### src/rtl/iir_coeff_loader.sv
// Purpose: parses a framed host byte stream, stages coefficients in a shadow buffer, and commits validated frames to the IIR filter.
// Latency: the commit burst starts on the cycle after the CSUM byte, lasts COUNT cycles, and done follows on the next cycle.
// Backpressure: in_ready is low during COMMIT and for the single ERR cycle; bytes are accepted on in_valid & in_ready.
module iir_coeff_loader #(
    parameter int         ORD = 10,
    parameter int         CW  = 16,
    parameter int         AW  = 5,
    parameter int         TMO = 1000,
    parameter logic [7:0] HDR = 8'hA5
) (
    input  logic          clk,
    input  logic          nrst,
    input  logic [7:0]    in_data,
    input  logic          in_valid,
    output logic          in_ready,
    output logic          c_we,
    output logic [AW-1:0] c_addr,
    output logic [CW-1:0] c_in,
    output logic          busy,
    output logic          done,
    output logic          err,
    output logic [1:0]    err_code
);

    localparam int NUM_COEFF = 3*ORD/2 + ORD/2;
    localparam int IW        = $clog2(NUM_COEFF);
    localparam int TW        = $clog2(TMO);

    typedef enum logic [2:0] {
        S_IDLE, S_START, S_COUNT, S_DHI, S_DLO, S_CSUM, S_COMMIT, S_ERR
    } state_t;

    state_t          r_state;
    logic            r_in_ready;
    logic            r_c_we;
    logic [AW-1:0]   r_c_addr;
    logic [CW-1:0]   r_c_in;
    logic            r_done;
    logic            r_err;
    logic [1:0]      r_err_code;
    logic [7:0]      r_start;
    logic [7:0]      r_count;
    logic [7:0]      r_k;
    logic [7:0]      r_i;
    logic [7:0]      r_hi;
    logic [7:0]      r_csum;
    logic [TW-1:0]   r_tmo;
    logic [CW-1:0]   r_shadow [NUM_COEFF];

    logic            w_acc;
    logic            w_open;
    logic [8:0]      w_range_sum;
    logic [7:0]      w_wr_ptr;
    logic [7:0]      w_rd_ptr;

    assign w_acc       = in_valid & r_in_ready;
    assign w_open      = (r_state == S_START) || (r_state == S_COUNT) || (r_state == S_DHI) ||
                         (r_state == S_DLO)   || (r_state == S_CSUM);
    // 9-bit sum so a large START cannot wrap back into range
    assign w_range_sum = {1'b0, r_start} + {1'b0, in_data};
    assign w_wr_ptr    = r_start + r_k;
    assign w_rd_ptr    = r_start + r_i;

    assign in_ready = r_in_ready;
    assign c_we     = r_c_we;
    assign c_addr   = r_c_addr;
    assign c_in     = r_c_in;
    assign busy     = (r_state != S_IDLE);
    assign done     = r_done;
    assign err      = r_err;
    assign err_code = r_err_code;

    // Shadow buffer: captures each assembled word as its low byte arrives; deliberately not reset
    always_ff @(posedge clk) begin
        if (r_state == S_DLO && w_acc) begin
            r_shadow[IW'(w_wr_ptr)] <= {r_hi, in_data};
        end
    end

    // Frame parser, commit sequencer and inter-byte timeout with registered outputs
    always_ff @(posedge clk or negedge nrst) begin
        if (!nrst) begin
            r_state    <= S_IDLE;
            r_in_ready <= 1'b0;
            r_c_we     <= 1'b0;
            r_c_addr   <= '0;
            r_c_in     <= '0;
            r_done     <= 1'b0;
            r_err      <= 1'b0;
            r_err_code <= 2'b00;
            r_start    <= 8'd0;
            r_count    <= 8'd0;
            r_k        <= 8'd0;
            r_i        <= 8'd0;
            r_hi       <= 8'd0;
            r_csum     <= 8'd0;
            r_tmo      <= '0;
        end else begin
            r_c_we <= 1'b0;
            r_done <= 1'b0;
            r_err  <= 1'b0;
            case (r_state)
                S_IDLE: begin
                    r_in_ready <= 1'b1;
                    r_tmo      <= '0;
                    r_k        <= 8'd0;
                    r_i        <= 8'd0;
                    if (w_acc && in_data == HDR) begin
                        r_state <= S_START;
                        r_csum  <= HDR;
                    end
                end
                S_START: if (w_acc) begin
                    r_start <= in_data;
                    r_csum  <= r_csum ^ in_data;
                    r_state <= S_COUNT;
                end
                S_COUNT: if (w_acc) begin
                    r_count <= in_data;
                    r_csum  <= r_csum ^ in_data;
                    if (in_data == 8'd0 || w_range_sum > 9'(NUM_COEFF)) begin
                        r_state    <= S_ERR;
                        r_in_ready <= 1'b0;
                        r_err      <= 1'b1;
                        r_err_code <= 2'b10;
                    end else begin
                        r_state <= S_DHI;
                    end
                end
                S_DHI: if (w_acc) begin
                    r_hi    <= in_data;
                    r_csum  <= r_csum ^ in_data;
                    r_state <= S_DLO;
                end
                S_DLO: if (w_acc) begin
                    r_csum  <= r_csum ^ in_data;
                    r_k     <= r_k + 8'd1;
                    r_state <= (r_k + 8'd1 == r_count) ? S_CSUM : S_DHI;
                end
                S_CSUM: if (w_acc) begin
                    if (in_data == r_csum) begin
                        // first write issues on entry so the burst is exactly COUNT cycles
                        r_state    <= S_COMMIT;
                        r_in_ready <= 1'b0;
                        r_c_we     <= 1'b1;
                        r_c_addr   <= AW'(w_rd_ptr);
                        r_c_in     <= r_shadow[IW'(w_rd_ptr)];
                        r_i        <= r_i + 8'd1;
                    end else begin
                        r_state    <= S_ERR;
                        r_in_ready <= 1'b0;
                        r_err      <= 1'b1;
                        r_err_code <= 2'b01;
                    end
                end
                S_COMMIT: begin
                    if (r_i == r_count) begin
                        r_state    <= S_IDLE;
                        r_in_ready <= 1'b1;
                        r_done     <= 1'b1;
                    end else begin
                        r_c_we   <= 1'b1;
                        r_c_addr <= AW'(w_rd_ptr);
                        r_c_in   <= r_shadow[IW'(w_rd_ptr)];
                        r_i      <= r_i + 8'd1;
                    end
                end
                S_ERR: begin
                    r_state    <= S_IDLE;
                    r_in_ready <= 1'b1;
                end
                default: r_state <= S_IDLE;
            endcase
            // an accepted byte always beats the timeout in the same cycle
            if (w_open) begin
                if (w_acc) begin
                    r_tmo <= '0;
                end else if (r_tmo == TW'(TMO-1)) begin
                    r_state    <= S_ERR;
                    r_in_ready <= 1'b0;
                    r_err      <= 1'b1;
                    r_err_code <= 2'b11;
                    r_tmo      <= '0;
                end else begin
                    r_tmo <= r_tmo + 1'b1;
                end
            end
        end
    end

endmodule

### config.mk
export PLATFORM = sky130hd
export DESIGN_NAME = iir_coeff_loader
export DESIGN_NICKNAME = d
export VERILOG_FILES = /design/src/rtl/iir_coeff_loader.sv
export SDC_FILE = /design/constraint.sdc
export NUM_CORES = 1
export LEC_CHECK = 0
export ABC_CLOCK_PERIOD_IN_PS = 4200
export BUFFER_PORTS_ARGS = -buffer_cell sky130_fd_sc_hd__buf_2
export CAP_MARGIN = 20
export CORE_MARGIN = 8
export CORE_UTILIZATION = 51
export CTS_CLUSTER_SIZE = 8
export DETAILED_ROUTE_END_ITERATION = 10
export PLACE_DENSITY_LB_ADDON = 0.15
export SYNTH_ARGS = -nofsm -noshare
export SYNTH_HDL_FRONTEND = slang
export SYNTH_SLANG_ARGS = --single-unit
export TNS_END_PERCENT = 10
### constraint.sdc
create_clock -name clk -period 4.2 [get_ports clk]
set_clock_uncertainty 0.15 [all_clocks]
set_input_delay 0.84 -clock clk [delete_from_list [all_inputs] [get_ports clk]]
set_output_delay 0.84 -clock clk [all_outputs]
set_load 0.05 [all_outputs]
==> key figures <==
Setup path
  • Arr. time, crit path: about 2.6 ns
  • Crit path max fanout: 20
  • Req. time, crit path: 3.21 ns
  • Kind of critical path: register to primary output
  • Worst reg2reg path depth: 7
  • CP Cell Sequence: nor3_2 > inv_1 > buf_2
  • Crit start category: register
  • Max stage delay on crit path: about 0.60 ns
  • Crit end category: primary output
  • Worst path slowest cell: dfrtp_1

Clock tree
  • Clock Pin Slew Worst Setup and Hold Paths: approximately 0.05 ns
  • Clock Tree Buf Depth: 3
  • Postcts setup bufs: 0
  • Root Buffer: clkbuf_16
  • Post-CTS Hold Buffers: 0
  • CTS resizes: 0
  • Clock latency at the later pin of the worst-skew pair: between 0.5 and 0.6 ns
  • H-Tree Depth: 2
  • Inserted Clock Buffers: 56
  • CTS tree: built
  • Clock Sinks: roughly 400

Global route
  • Global-route wire length before repair: 61,400 um
  • Initial antenna violation count: 0
  • Vias in the first global route: 9,758
  • GRT Resource Usage Total: 20.9%
  • Largest net degree at the start of global routing: 67
  • Global route overflow: 0

Synth
  • Synth top area share: between 50% and 60%
  • Post-synthesis sequential area ratio: 68.8%
  • Flops & latches, synth: a little over 400
  • Yosys top cell by area: edfxtp_1
  • Mean Syn Cell Area: between 15 and 20 um2
  • Cell area after synthesis: roughly 0.017 mm2
  • Synth area leaders: edfxtp_1 (56%), dfrtp_1 (13%), mux4_2 (13%), mux2_2 (1.6%), nand2_1 (1.4%)
  • Synthesis Warnings: 0
  • Synthesized Nets: slightly above 1,000
  • Post-synth EDFFs: 320
  • Count of cell types in the netlist: between 60 and 70
  • Async SR Flop Fraction: between 20 and 25%
  • Main synth FF type: edfxtp_1
  • Syn Inst Count: roughly 1,000

Floorplanning
  • Core box area: between 0.03 and 0.04 mm2
  • Die height: ~200 um
  • Die Wd: between 150 and 200 um
  • Die area: 0.0398 mm2
  • Initial Utilization: between 50% and 60%
  • IO Count: 39
  • Row cnt: between 60 and 70

Detailed routing
  • Routed met3 length: 1830 um
  • DR pass1 iterations: 5
  • Routed Wire Length: 40,500 um
  • Metal-1 WL: around 17,000 um
  • Met2 WL post-DR: around 21,000 um
  • Routed Antenna Nets: 0
  • Vias: around 9,400
  • DRC viols: 0
  • Drt wl/cell: ~25 um
  • Highest routed layer: met4
  • DR iter-0 viols: ~790
  • Via density: slightly below 6

Power and ir drop
  • PwrDens: roughly 760 mW/mm2
  • Leak: between 7 and 8 nW
  • Worst vdd ir: roughly 0.37 mV

Timing
  • Final setup fails: 0
  • Achievable frequency: roughly 280 MHz
  • Period utilization: 85.2%
  • Worst slew pin tran: around 1 ns
  • Final Critical Period: approximately 3.6 ns
  • Relative slew slack: approximately a third
  • Total negative slack: 0 ns
  • Max Slew Vio Count: 0
  • RSZ-0062 raised after global routing: no
  • Final Hold Fails: 0

Cells and area
  • N_diodes: 0
  • Register area: 0.0118 mm2
  • Filler cells: roughly 2,500
  • Area growth syn-to-layout: 15.3%
  • Nets@finish: 1,132
  • Finished Cell Area: between 0.015 and 0.02 mm2
  • Share of cells above drive strength 1: around a quarter
  • Multi-input gate area: between 0.005 and 0.006 mm2

Run
  • # Max-Cap Violations: 0

Placed design
  • RD Place Congestion: 0.852
  • Post-DP Area: about 0.018 mm2
  • Port bufs: 38
  • Post-DP HPWL: approximately 25,000 um

Run status
  • Status: complete, no violations

Worst hold path
  • Worst min-delay path class: primary input to asynchronous set/reset pin
## state kept, by name (all words and copies together), names as in the netlist
signal,flops
in_ready,1
r_tmo,10
c_in,16
r_csum,8
done,1
r_hi,8
r_shadow,320
r_i,8
r_k,8
r_state,3
err_code,2
err,1
r_start,8
r_count,8
c_we,1
c_addr,5
## worst paths after layout
check                           start         to  slack, ns
setup / recovery           r_state[0]       busy       0.62
hold / removal                   nrst    c_in[2]       0.27
setup reg to reg               r_i[0]   c_in[13]       0.77
hold reg to reg              r_tmo[8]   r_tmo[8]       0.33
max in group asynchronous        nrst  r_csum[1]       2.83
min in group clk             r_tmo[8]   r_tmo[8]       0.33
## synthesized netlist by cell type (all sizes together) (19+ instances only)
| cell | number |
|---|---|
| mux2i | 19 |
| mux2 | 28 |
| dfrtp | 88 |
| nand2 | 65 |
| nor2 | 51 |
| xnor2 | 19 |
| ha | 19 |
| edfxtp | 320 |
| mux4 | 96 |
| buf | 27 |
| o21ai | 71 |
| nand3 | 22 |
## kinds of logic after synthesis
group,after synthesis,synth area share (%)
flip-flops,408,68.8
AO/OA/AOI/OAI,135,4.87
multiplexers,143,15.5
AND/OR/NAND/NOR,200,5.60
adder cells (fa/ha/maj),22,1.73
buffers and inverters,57,1.60
XOR/XNOR,35,1.92
## layer usage
| metal | track usage [%] | vias up |
|---|---|---|
| li1 | - | 4178 |
| met1 | 27.2 | 4925 |
| met2 | 35.6 | 249 |
| met3 | 3.30 | 88 |
| met4 | 7.22 | 0 |
| met5 | 0 | - |
## layout make-up
type | count | share of cell area (%)
timing repair buffer | 84 | 2.91
tap | 448 | 2.83
multi-input combinational | 535 | 26.2
inverter | 14 | 0.265
clock inverter | 2 | 0.253
clock buffer | 99 | 7.89
sequential | 408 | 59.6
## through the flow
step           hold WS [ns]  setup WS, ns  total power, W  util (%)  instances
6_report              0.273         0.623          0.0150      59.4       1590
5_1_grt               0.333         0.442          0.0157      59.4       1590
4_1_cts               0.295         0.580          0.0151      59.4       1590
3_5_place_dp          0.322         0.780          0.0110      54.5       1489
3_3_place_gp          0.312         0.801          0.0110      54.5       1489
2_1_floorplan         0.295         0.126         0.00945         -       1000
## critical path, delay by kind of cell, from the launching register on
kind | cells | cell delay, ns
DFF | 1 | 0.60
buffers and inverters | 2 | 0.82
and+or+nand+nor | 1 | 0.58
## power breakdown
part	total, W	switching (W)	internal (W)
combinational	0.00534	0.00290	0.00245
sequential	0.00553	0.000593	0.00493
clock	0.00412	0.00163	0.00249
## cells in the final DEF (no fill, tap or decap), types with 19 or more instances in the layout
| cell type | n |
|---|---|
| clkbuf_16 | 56 |
| nand2_1 | 64 |
| edfxtp_1 | 320 |
| buf_4 | 44 |
| clkbuf_1 | 43 |
| o21ai_0 | 35 |
| mux4_2 | 96 |
| dfrtp_1 | 88 |
| nand3_1 | 22 |
| nor2_1 | 38 |
| o21ai_1 | 35 |
| mux2i_1 | 19 |
| mux2_2 | 25 |
| buf_2 | 37 |
No activity file was read; power rests on OpenSTA's default activity.
